==> src/rtl/stream_fifo_int16_pkg.sv <==
// Shared definitions for the INT16 node family: data width and default FIFO depth.
package stream_fifo_int16_pkg;

    localparam int unsigned INT16_W            = 16;
    localparam int unsigned FIFO_DEPTH_DEFAULT = 4;

endpackage

==> src/rtl/stream_fifo_mem.sv <==
// DEPTH x INT16 register array: one synchronous write port, one asynchronous read port.
module stream_fifo_mem
    import stream_fifo_int16_pkg::*;
#(
    parameter int unsigned DEPTH = FIFO_DEPTH_DEFAULT
) (
    input  logic                       clock,
    input  logic                       we,
    input  logic [$clog2(DEPTH)-1:0]   waddr,
    input  logic [INT16_W-1:0]         wdata,
    input  logic [$clog2(DEPTH)-1:0]   raddr,
    output logic [INT16_W-1:0]         rdata
);

    logic [INT16_W-1:0] mem [DEPTH];

    // Storage is intentionally not reset.
    always_ff @(posedge clock) begin
        if (we) begin
            mem[waddr] <= wdata;
        end
    end

    assign rdata = mem[raddr];

endmodule

==> src/rtl/stream_fifo_int16.sv <==
// Elastic valid/ready buffer behind the non-stallable INT16 delay nodes; drops and flags writes while full.
module stream_fifo_int16
    import stream_fifo_int16_pkg::*;
#(
    parameter int unsigned DEPTH = FIFO_DEPTH_DEFAULT
) (
    input  logic                       clock,
    input  logic                       reset,
    input  logic [INT16_W-1:0]         in,
    input  logic                       in_valid,
    output logic                       in_ready,
    output logic [INT16_W-1:0]         out,
    output logic                       out_valid,
    input  logic                       out_ready,
    output logic [$clog2(DEPTH):0]     level,
    output logic                       overflow,
    input  logic                       overflow_clr
);

    localparam int unsigned AW      = $clog2(DEPTH);
    localparam int unsigned LEVEL_W = AW + 1;

    logic [AW-1:0] wr_ptr;
    logic [AW-1:0] rd_ptr;
    logic          push;
    logic          pop;

    // No full-bypass: in_ready only looks at the registered level.
    assign in_ready  = (level != LEVEL_W'(DEPTH));
    assign out_valid = (level != LEVEL_W'(0));
    assign push      = in_valid & in_ready;
    assign pop       = out_valid & out_ready;

    stream_fifo_mem #(
        .DEPTH (DEPTH)
    ) u_mem (
        .clock (clock),
        .we    (push),
        .waddr (wr_ptr),
        .wdata (in),
        .raddr (rd_ptr),
        .rdata (out)
    );

    // Pointers wrap naturally at AW bits.
    always_ff @(posedge clock or negedge reset) begin
        if (!reset) begin
            wr_ptr <= '0;
            rd_ptr <= '0;
        end else begin
            if (push) begin
                wr_ptr <= wr_ptr + AW'(1);
            end
            if (pop) begin
                rd_ptr <= rd_ptr + AW'(1);
            end
        end
    end

    always_ff @(posedge clock or negedge reset) begin
        if (!reset) begin
            level <= '0;
        end else begin
            case ({push, pop})
                2'b10:   level <= level + LEVEL_W'(1);
                2'b01:   level <= level - LEVEL_W'(1);
                default: level <= level;
            endcase
        end
    end

    // Sticky drop flag; a new drop wins over a same-cycle clear.
    always_ff @(posedge clock or negedge reset) begin
        if (!reset) begin
            overflow <= 1'b0;
        end else if (in_valid && !in_ready) begin
            overflow <= 1'b1;
        end else if (overflow_clr) begin
            overflow <= 1'b0;
        end
    end

endmodule

==> config.mk <==
export PLATFORM = sky130hd
export DESIGN_NAME = stream_fifo_int16
export DESIGN_NICKNAME = d
export VERILOG_FILES = /design/src/rtl/stream_fifo_int16_pkg.sv /design/src/rtl/stream_fifo_mem.sv /design/src/rtl/stream_fifo_int16.sv
export SDC_FILE = /design/constraint.sdc
export NUM_CORES = 1
export LEC_CHECK = 0
export CAP_MARGIN = 40
export CORE_MARGIN = 10
export CORE_UTILIZATION = 53
export DETAILED_ROUTE_END_ITERATION = 16
export GPL_TIMING_DRIVEN = 1
export PLACE_DENSITY = 0.83
export SYNTH_ARGS = -nofsm -noshare
export SYNTH_HDL_FRONTEND = slang
export SYNTH_SLANG_ARGS = --single-unit
==> constraint.sdc <==
create_clock -name clock -period 2.1 [get_ports clock]
set_clock_uncertainty 0.1 [all_clocks]
set_input_delay 0.42 -clock clock [delete_from_list [all_inputs] [get_ports clock]]
set_output_delay 0.42 -clock clock [all_outputs]
set_load 0.05 [all_outputs]
Word-level counts from Yosys, hierarchy flattened
Memories as Yosys holds them, arrays and structs flattened.
Index checks and enable logic that the tools add are counted.
- word-level logic and storage cells: 24
- RAM bits: 64
- memories kept: 1
- register bits after elaboration: 8
- input bits: 21
- memories (memory ; words ; width ; rd ports ; clocked after Yosys merged registers in ; write ports ; line ; RTL):
    u_mem.mem ; 4 ; 16 ; 1 ; 0 ; 1 ; stream_fifo_mem.sv:15 ; logic [INT16_W-1:0] mem [DEPTH];
- $add $sub $neg: 4
- reductions and logical operators: 5
- bitwise operators: 2
- equality and inequality tests: 3
- muxes and demuxes: 5
- operator list (cell ; number):
    $pmux 3 s2 ; 1
    $add 2x1->2 const B ; 2
    $mux 1 ; 4
    $reduce_bool 2->1 ; 2
    $add 3x1->3 const B ; 1
    $ne 3x3->1 const B ; 1
    $reduce_bool 3->1 ; 1
    $sub 3x1->3 const B ; 1
    $and 1x1->1 ; 2
    $eq 2x1->1 const B ; 1
    $eq 2x2->1 const B ; 1
    $logic_and 1x1->1 ; 1
    $logic_not 1->1 ; 1

Logic depth before layout (Yosys ltp)
Gate-level depths: netlist of the first run.
- depth in word-level cells: 4
- depth in mapped cells: 9

Hierarchy
A second synthesis of the first run with hierarchy kept.
- cells, all modules: 120
- area, all modules: 2767.7 um^2
- by module, submodules not included (module ; area each (um^2) ; cells each ; times used):
    stream_fifo_mem ; 2377.3 ; 88 ; 1
    stream_fifo_int16 ; 390.4 ; 32 ; 1

Worst setup path before layout of the first run
No wires, ideal clock.
- kind: flip-flop to flip-flop
- start point: reg level[2]
- end point: reg level[2]
- arrival: 2.095 ns
- clock period less this slack: 2.277 ns
- buffers on the path: 0
- cell stages (with the launch flop): 10
- setup slack: -0.177 ns
- data required time: 1.918 ns
- cell sequence: dfrtp_1 -> nor3b_2 -> nor2b_2 -> inv_1 -> ha_1 -> inv_1 -> fa_1 -> xor2_1 -> nor2_1 -> xor2_1
- longest elaborated chain between the ends: 4
- elaborated cells between the ends (all ways): 10
- classes of those cells: add/sub (2); eq/ne (3); mux (1); bitwise (2); reduce/logical (2)
- ends and longest elaborated chain (what ; line ; RTL):
    start, declared ; stream_fifo_int16.sv:15 ; output logic [$clog2(DEPTH):0] level,
    start signal, assigned ; stream_fifo_int16.sv:65 ; 2'b10: level <= level + LEVEL_W'(1);
    start signal, assigned ; stream_fifo_int16.sv:66 ; 2'b01: level <= level - LEVEL_W'(1);
    start signal, assigned ; stream_fifo_int16.sv:67 ; default: level <= level;
    $ne 3x3->1 / $reduce_bool 3->1 (equally long branches) ; stream_fifo_int16.sv:29, stream_fifo_int16.sv:30 ;
    $and 1x1->1 (on tied branches) ; stream_fifo_int16.sv:31, stream_fifo_int16.sv:32 ;
    $eq 2x1->1 / $eq 2x2->1 (equally long branches) ; stream_fifo_int16.sv:64 ; case ({push, pop})
    $pmux 3 s2 / $reduce_bool 2->1 (equally long branches) ; n/a ;
Parallel ways exist; a longest one is shown, timed or not.
A chain may end at the register's enable or synchronous reset.

Final worst setup path of the first run
- start point: reg rd_ptr[0]
- end point: out out[10]
- longest elaborated chain between the ends: 1
- ends and longest elaborated chain (what ; line ; RTL):
    start, declared ; stream_fifo_int16.sv:24 ; logic [AW-1:0] rd_ptr;
    start signal, assigned ; stream_fifo_int16.sv:55 ; rd_ptr <= rd_ptr + AW'(1);
    $mem_v2 4x16 ; n/a ;
    end, declared ; stream_fifo_int16.sv:12 ; output logic [INT16_W-1:0] out,
No other way between the ends.

==> results of run 1 <==
layout make-up:
cell class                      instances  area (um^2)
Sequential cell                        72         2130
Inverter                                8         30.0
Fill cell                             312         1450
Tap cell                               70         87.6
Multi-Input combinational cell         43          602
Clock buffer                           10          128
Timing Repair Buffer                   60          613
Clock inverter                          6          108
logic make-up after synthesis:
kind of cell | Yosys count
and+or+nand+nor | 11
xor gates and xnor gates | 6
DFF | 72
adders and majority gates | 6
buffers and inverters | 12
muxes | 17
AOI/OAI and AO/OA | 3
final timing paths:
path,endpoint,cells past startpoint,start
worst max register to register,level[2]$_DFFE_PN0P_,9,level[1]$_DFFE_PN0P_
max in group asynchronous,level[0]$_DFFE_PN0P_,1,reset
min in group clock,level[2]$_DFFE_PN0P_,1,level[2]$_DFFE_PN0P_
worst max-delay path,out[10],3,rd_ptr[0]$_DFFE_PN0P_
worst min-delay path,overflow$_DFFE_PN0P_,1,reset
worst min register to register,level[2]$_DFFE_PN0P_,1,level[2]$_DFFE_PN0P_
flip-flops by register name, indices dropped and copies added (netlist names):
register / count
u_mem.mem: 64
wr_ptr: 2
overflow: 1
rd_ptr: 2
level: 3
what timing repair did:
action / CTS / global route
buffers inserted: 1 / 4
setup endpoints to repair: 16 / 17
cloned: 0 / 0
resized for setup: 25 / 1
pin swaps: 0 / 3
power groups by stage:
stage / sequential, mW / clock, mW / combinational (mW)
4_1_cts: 2.11 / 1.27 / 2.83
5_1_grt: 2.13 / 1.33 / 3.01
6_report: 2.10 / 1.24 / 2.84
3_3_place_gp: 2.10 / 0 / 2.56
3_5_place_dp: 2.13 / 0 / 2.62
2_1_floorplan: 2.18 / 0 / 1.71
cell usage after synthesis:
| cell | n |
|---|---|
| mux2_2 | 1 |
| mux4_1 | 8 |
| xor2_1 | 3 |
| and2_1 | 4 |
| buf_12 | 1 |
| dfrtp_1 | 8 |
| o31a_1 | 1 |
| nor2b_2 | 1 |
| mux4_2 | 8 |
| or3_1 | 1 |
| inv_1 | 8 |
| nand2_1 | 3 |
| fa_1 | 1 |
| edfxtp_1 | 64 |
| xnor2_1 | 3 |
| ha_1 | 5 |
| o21ai_0 | 2 |
| buf_2 | 2 |
| buf_6 | 1 |
| nor2_1 | 1 |
| nor3b_2 | 1 |
placed cells by master (no fill, tap or decap), types with 4 or more instances in the layout:
master           instances
and2_1                   4
buf_4                   19
clkbuf_8                 9
mux4_2                  16
inv_1                    8
buf_6                   16
clkdlybuf4s50_1         21
dfrtp_2                  4
ha_1                     5
dfrtp_1                  4
buf_12                   4
edfxtp_1                64
metal layers:
metal | part of all wire (%) | track usage, %
met1 | 40 | 12.7
met2 | 54 | 20.7
met3 | 4.8 | 4.04
met4 | 1.9 | 7.33
met5 | 0 | 0
through the flow:
stage / setup TNS [ps] / hold slack, ps / setup slack (ps) / std cells / util (%)
after floorplan: 0 / 24.4 / 5.97 / 127 / -
after global placement: -76.2 / 393 / -76.2 / 248 / 65.9
after detailed placement: -263 / 416 / -210 / 248 / 65.9
after CTS: -717 / 284 / -72.4 / 265 / 71.3
after global routing: -1420 / 293 / -129 / 269 / 71.9
final: -317 / 284 / -50.3 / 269 / 71.9
critical path, cell delays in order (launching register included):
cell	delay [ps]
dfrtp_2	430
buf_12	170
mux4_2	530
buf_6	170
==> impl_metrics.json, run 1 <==
{
  "placed_area_mm2": 0.00339,
  "cap_violations": 0,
  "yosys.area_share.simple_pct": 2.40,
  "area_growth_pct": 31.2,
  "rows": 26,
  "die_h_um": 92.9,
  "place.gp.congestion": 0.687,
  "drv_slew": 0,
  "combPwrFrac_pct": 46.0,
  "start_util_pct": 54.8,
  "violations": "setup timing",
  "cts_buffers": 9,
  "clockBufferDepth": 2,
  "synthXorXnorAreaFrac_pct": 1.87,
  "rsz0062_at_grt": "true",
  "period_share_pct": 102,
  "drt_iter0_drc": 62,
  "yosysWarningCount": 0,
  "clock_latency_ps": 330,
  "finalSetupViolations": 11,
  "htree_levels": 3,
  "overflow": 0,
  "ys_types": 21,
  "synth_mux_area_share_pct": 14.3,
  "antenna_found_initial": 0,
  "clkSlewWorstSetupHoldPaths_ps": 70,
  "core_mm2": 0.00514,
  "fmax_ghz": 0.465,
  "sequentialPowerShare_pct": 34.0,
  "dieArea_mm2": 0.00863,
  "cts_root_buf": "clkbuf_8",
  "routed-via-count": 1379,
  "setup_slack_ps": -50.3,
  "switching_share_pct": 36.6,
  "wl_per_cell_um": 18.2,
  "wl_um": 4900,
  "holdBufCountCts": 0,
  "internal_power_mw": 3.91,
  "peakVddDrop_v": 0.00111,
  "power_frac_clock_pct": 20.1,
  "vias_per_cell": 5.13,
  "seq_area_frac_synth_pct": 75.3,
  "ys_ff_latch": 72,
  "cts.sinks": 72,
  "tightest_slew_ps": 519,
  "rrSetupSlack_ps": 80,
  "critPathLaunchType": "flop",
  "p_sw_mw": 2.26,
  "drive_above_1_share_pct": 38.7,
  "netlist_area_mm2": 0.00282,
  "crit_path_end_kind": "output pin",
  "worstPathRequired_ps": 1580,
  "min_path_type": "input pin to asynchronous set/reset pin",
  "synth.area.top_cells": "edfxtp_1 68%, mux4_1 7.5%, dfrtp_1 7.1%, mux4_2 6.4%, ha_1 2.2%",
  "synth_top_area_cell": "edfxtp_1",
  "io_buffers": 42,
  "stdcell_area_mm2": 0.00369,
  "netlist.area_leader.share_pct": 68.2,
  "grt_pass1_vias": 1573,
  "track_usage_pct": 12.1,
  "status": "complete, but fails checks",
  "p_leak_nw": 1.34,
  "drc": 0,
  "dr.pass1.iters": 3,
  "synth_top_family_by_area": "multiplexers",
  "finalHoldViolCount": 0,
  "dp_hpwl_um": 3580,
  "cp.arrival_ps": 1630,
  "netlist_instances": 127,
  "grt_max_degree": 17,
  "die_w_um": 92.9,
  "cp_max_fo": 10,
  "total_power_mw": 6.18,
  "synth_compound_area_share_pct": 0.666,
  "drtAntennaViolNets": 0,
  "grt_first_pass_wirelength_um": 7860,
  "cts_tree": "yes",
  "syn-num-nets": 154,
  "relSlewSlack_pct": 65.3,
  "synth_area_per_cell_um2": 22.2,
  "critPathKind": "flop to output pin",
  "io-pin-count": 43,
  "fin_nets": 221,
  "n_antenna_cell": 0,
  "period_needed_ps": 2150,
  "power_density_mw_per_mm2": 1670,
  "synthAdderAreaFrac_pct": 2.93
}
Power figures use the tool's default switching activity.
==> run 2, diff against run 1 <==
CORE_UTILIZATION = 57   (was 53)
PLACE_DENSITY = 0.89   (was 0.83)
clock period = 2.5 ns   (was 2.1 ns; I/O delays follow)
==> impl_metrics.json, run 2 (synthesis gave the netlist of run 1 again) <==
{
  "status": "completed",
  "dieArea_mm2": 0.00815,
  "largest_reg_flops": 64,
  "period_share_pct": 94.5,
  "wl_um": 5170,
  "htree_levels": 3,
  "gr-usage-met2_pct": 22.9,
  "cts-resized-gates": 1,
  "crit_path_end_kind": "output pin",
  "cts_tree": "yes",
  "grt_busiest_layer": "met2",
  "die_w_um": 90.3,
  "regMostFlops": "u_mem.mem",
  "die_h_um": 90.3,
  "cp.arrival_ps": 1760,
  "met1_usage_pct": 15.4,
  "cap_violations": 0,
  "rows": 25,
  "grt_util_met3_pct": 5.40,
  "rsz0062_at_grt": "false",
  "cts_buffers": 9,
  "overflow": 0,
  "critPathKind": "flop to output pin",
  "drc": 0,
  "cp_max_fo": 14,
  "mostFrequentLayoutCells": "64 x edfxtp_1, 24 x clkdlybuf4s50_1, 23 x buf_4, 9 x clkbuf_8",
  "drtAntennaViolNets": 0,
  "fin_nets": 211,
  "grt_pass1_vias": 1583,
  "p_leak_nw": 1.25,
  "core_mm2": 0.00475,
  "wl_per_cell_um": 20.4,
  "clock_latency_ps": 330,
  "min_path_type": "input pin to asynchronous set/reset pin",
  "io-pin-count": 43,
  "vias_per_cell": 5.35,
  "track_usage_pct": 13.9,
  "period_needed_ps": 2360,
  "relSlewSlack_pct": 65.5,
  "final_common_cell": "edfxtp_1",
  "critPathLaunchType": "flop",
  "clkSlewWorstSetupHoldPaths_ps": 70,
  "cts_setup_buffers": 0,
  "holdBufCountCts": 0,
  "area_growth_pct": 22.7,
  "worstPathRequired_ps": 1900,
  "antenna_found_initial": 0,
  "place.gp.congestion": 0.718,
  "cts_root_buf": "clkbuf_8",
  "power_density_mw_per_mm2": 1310,
  "peakVddDrop_v": 0.000912,
  "finalSetupViolations": 0,
  "clockBufferDepth": 2,
  "finalHoldViolCount": 0,
  "dp_hpwl_um": 3720,
  "r2r_cells": 9,
  "tightest_slew_ps": 516,
  "io_buffers": 42,
  "drv_slew": 0,
  "grt_max_degree": 17,
  "start_util_pct": 59.2,
  "dr.pass1.iters": 4,
  "setup_tns_ps": 0,
  "final_util_pct": 72.7,
  "cts.sinks": 72,
  "n_antenna_cell": 0,
  "reg_top3": "u_mem.mem: 64 flops, level: 3 flops",
  "drive_above_1_share_pct": 24.7,
  "fmax_ghz": 0.423,
  "routed-via-count": 1354,
  "drt_iter0_drc": 98,
  "grt_first_pass_wirelength_um": 8570
}
-- run 2: changes by cell type in the layout (fill, tap and decap cells not counted), moves of 3 or more --
cell / previous run / this run
mux4_2: 16 / 8
buf_6: 16 / 0
buf_4: 19 / 23
dfrtp_1: 4 / 7
bufinv_16: 3 / 0
clkdlybuf4s50_1: 21 / 24
mux4_1: 0 / 8
buf_12: 4 / 1
dfrtp_2: 4 / 1
-- run 2: final timing paths --
check	from	end	slack, ps
worst min register to register	overflow$_DFFE_PN0P_	overflow$_DFFE_PN0P_	430
min in group clock	overflow$_DFFE_PN0P_	overflow$_DFFE_PN0P_	430
max in group asynchronous	reset	rd_ptr[0]$_DFFE_PN0P_	1650
worst max-delay path	rd_ptr[0]$_DFFE_PN0P_	out[15]	140
worst min-delay path	reset	wr_ptr[1]$_DFFE_PN0P_	350
worst max register to register	level[0]$_DFFE_PN0P_	level[2]$_DFFE_PN0P_	330
-- run 2: per-stage QoR --
stage | std cells | area, um^2 | setup WS, ps | hold WS (ps) | power, mW
CTS | 253 | 3450 | 15.9 | 349 | 4.61
global placement | 240 | 3310 | 161 | 414 | 3.81
floorplan | 127 | 2820 | 223 | 104 | 3.25
detailed placement | 240 | 3310 | 13.0 | 426 | 3.91
finish | 253 | 3450 | 136 | 349 | 4.54
global route | 253 | 3450 | 50.1 | 367 | 4.77
-- run 2: area by class of cell --
| cell class | instances | area, um^2 |
|---|---|---|
| flip-flops and latches | 72 | 2120 |
| fillers | 294 | 1300 |
| multi-input cells | 43 | 623 |
| repair buffers | 50 | 454 |
| clock buffers | 10 | 128 |
| well taps | 67 | 83.8 |
| inverters | 8 | 30.0 |
| clock inverters | 3 | 12.5 |
-- run 2: worst max-delay path, cell delays in order (launching register included) --
cell and delay [ps]:
dfrtp_2 450, buf_12 190, mux4_1 570, buf_4 210
-- run 2: where the power goes --
group          switching (mW)  internal [mW]  total (mW)  leakage (nW)
clock                   0.362          0.335       0.696        0.0729
combinational            1.31          0.769        2.08         0.493
sequential              0.149           1.61        1.76         0.680
total                    1.82           2.72        4.54          1.25
-- run 2: per-layer routing --
metal,wire [um],vias up
met2,2750,46
li1,-,616
met4,85,0
met1,2040,683
met3,290,9
met5,0,-
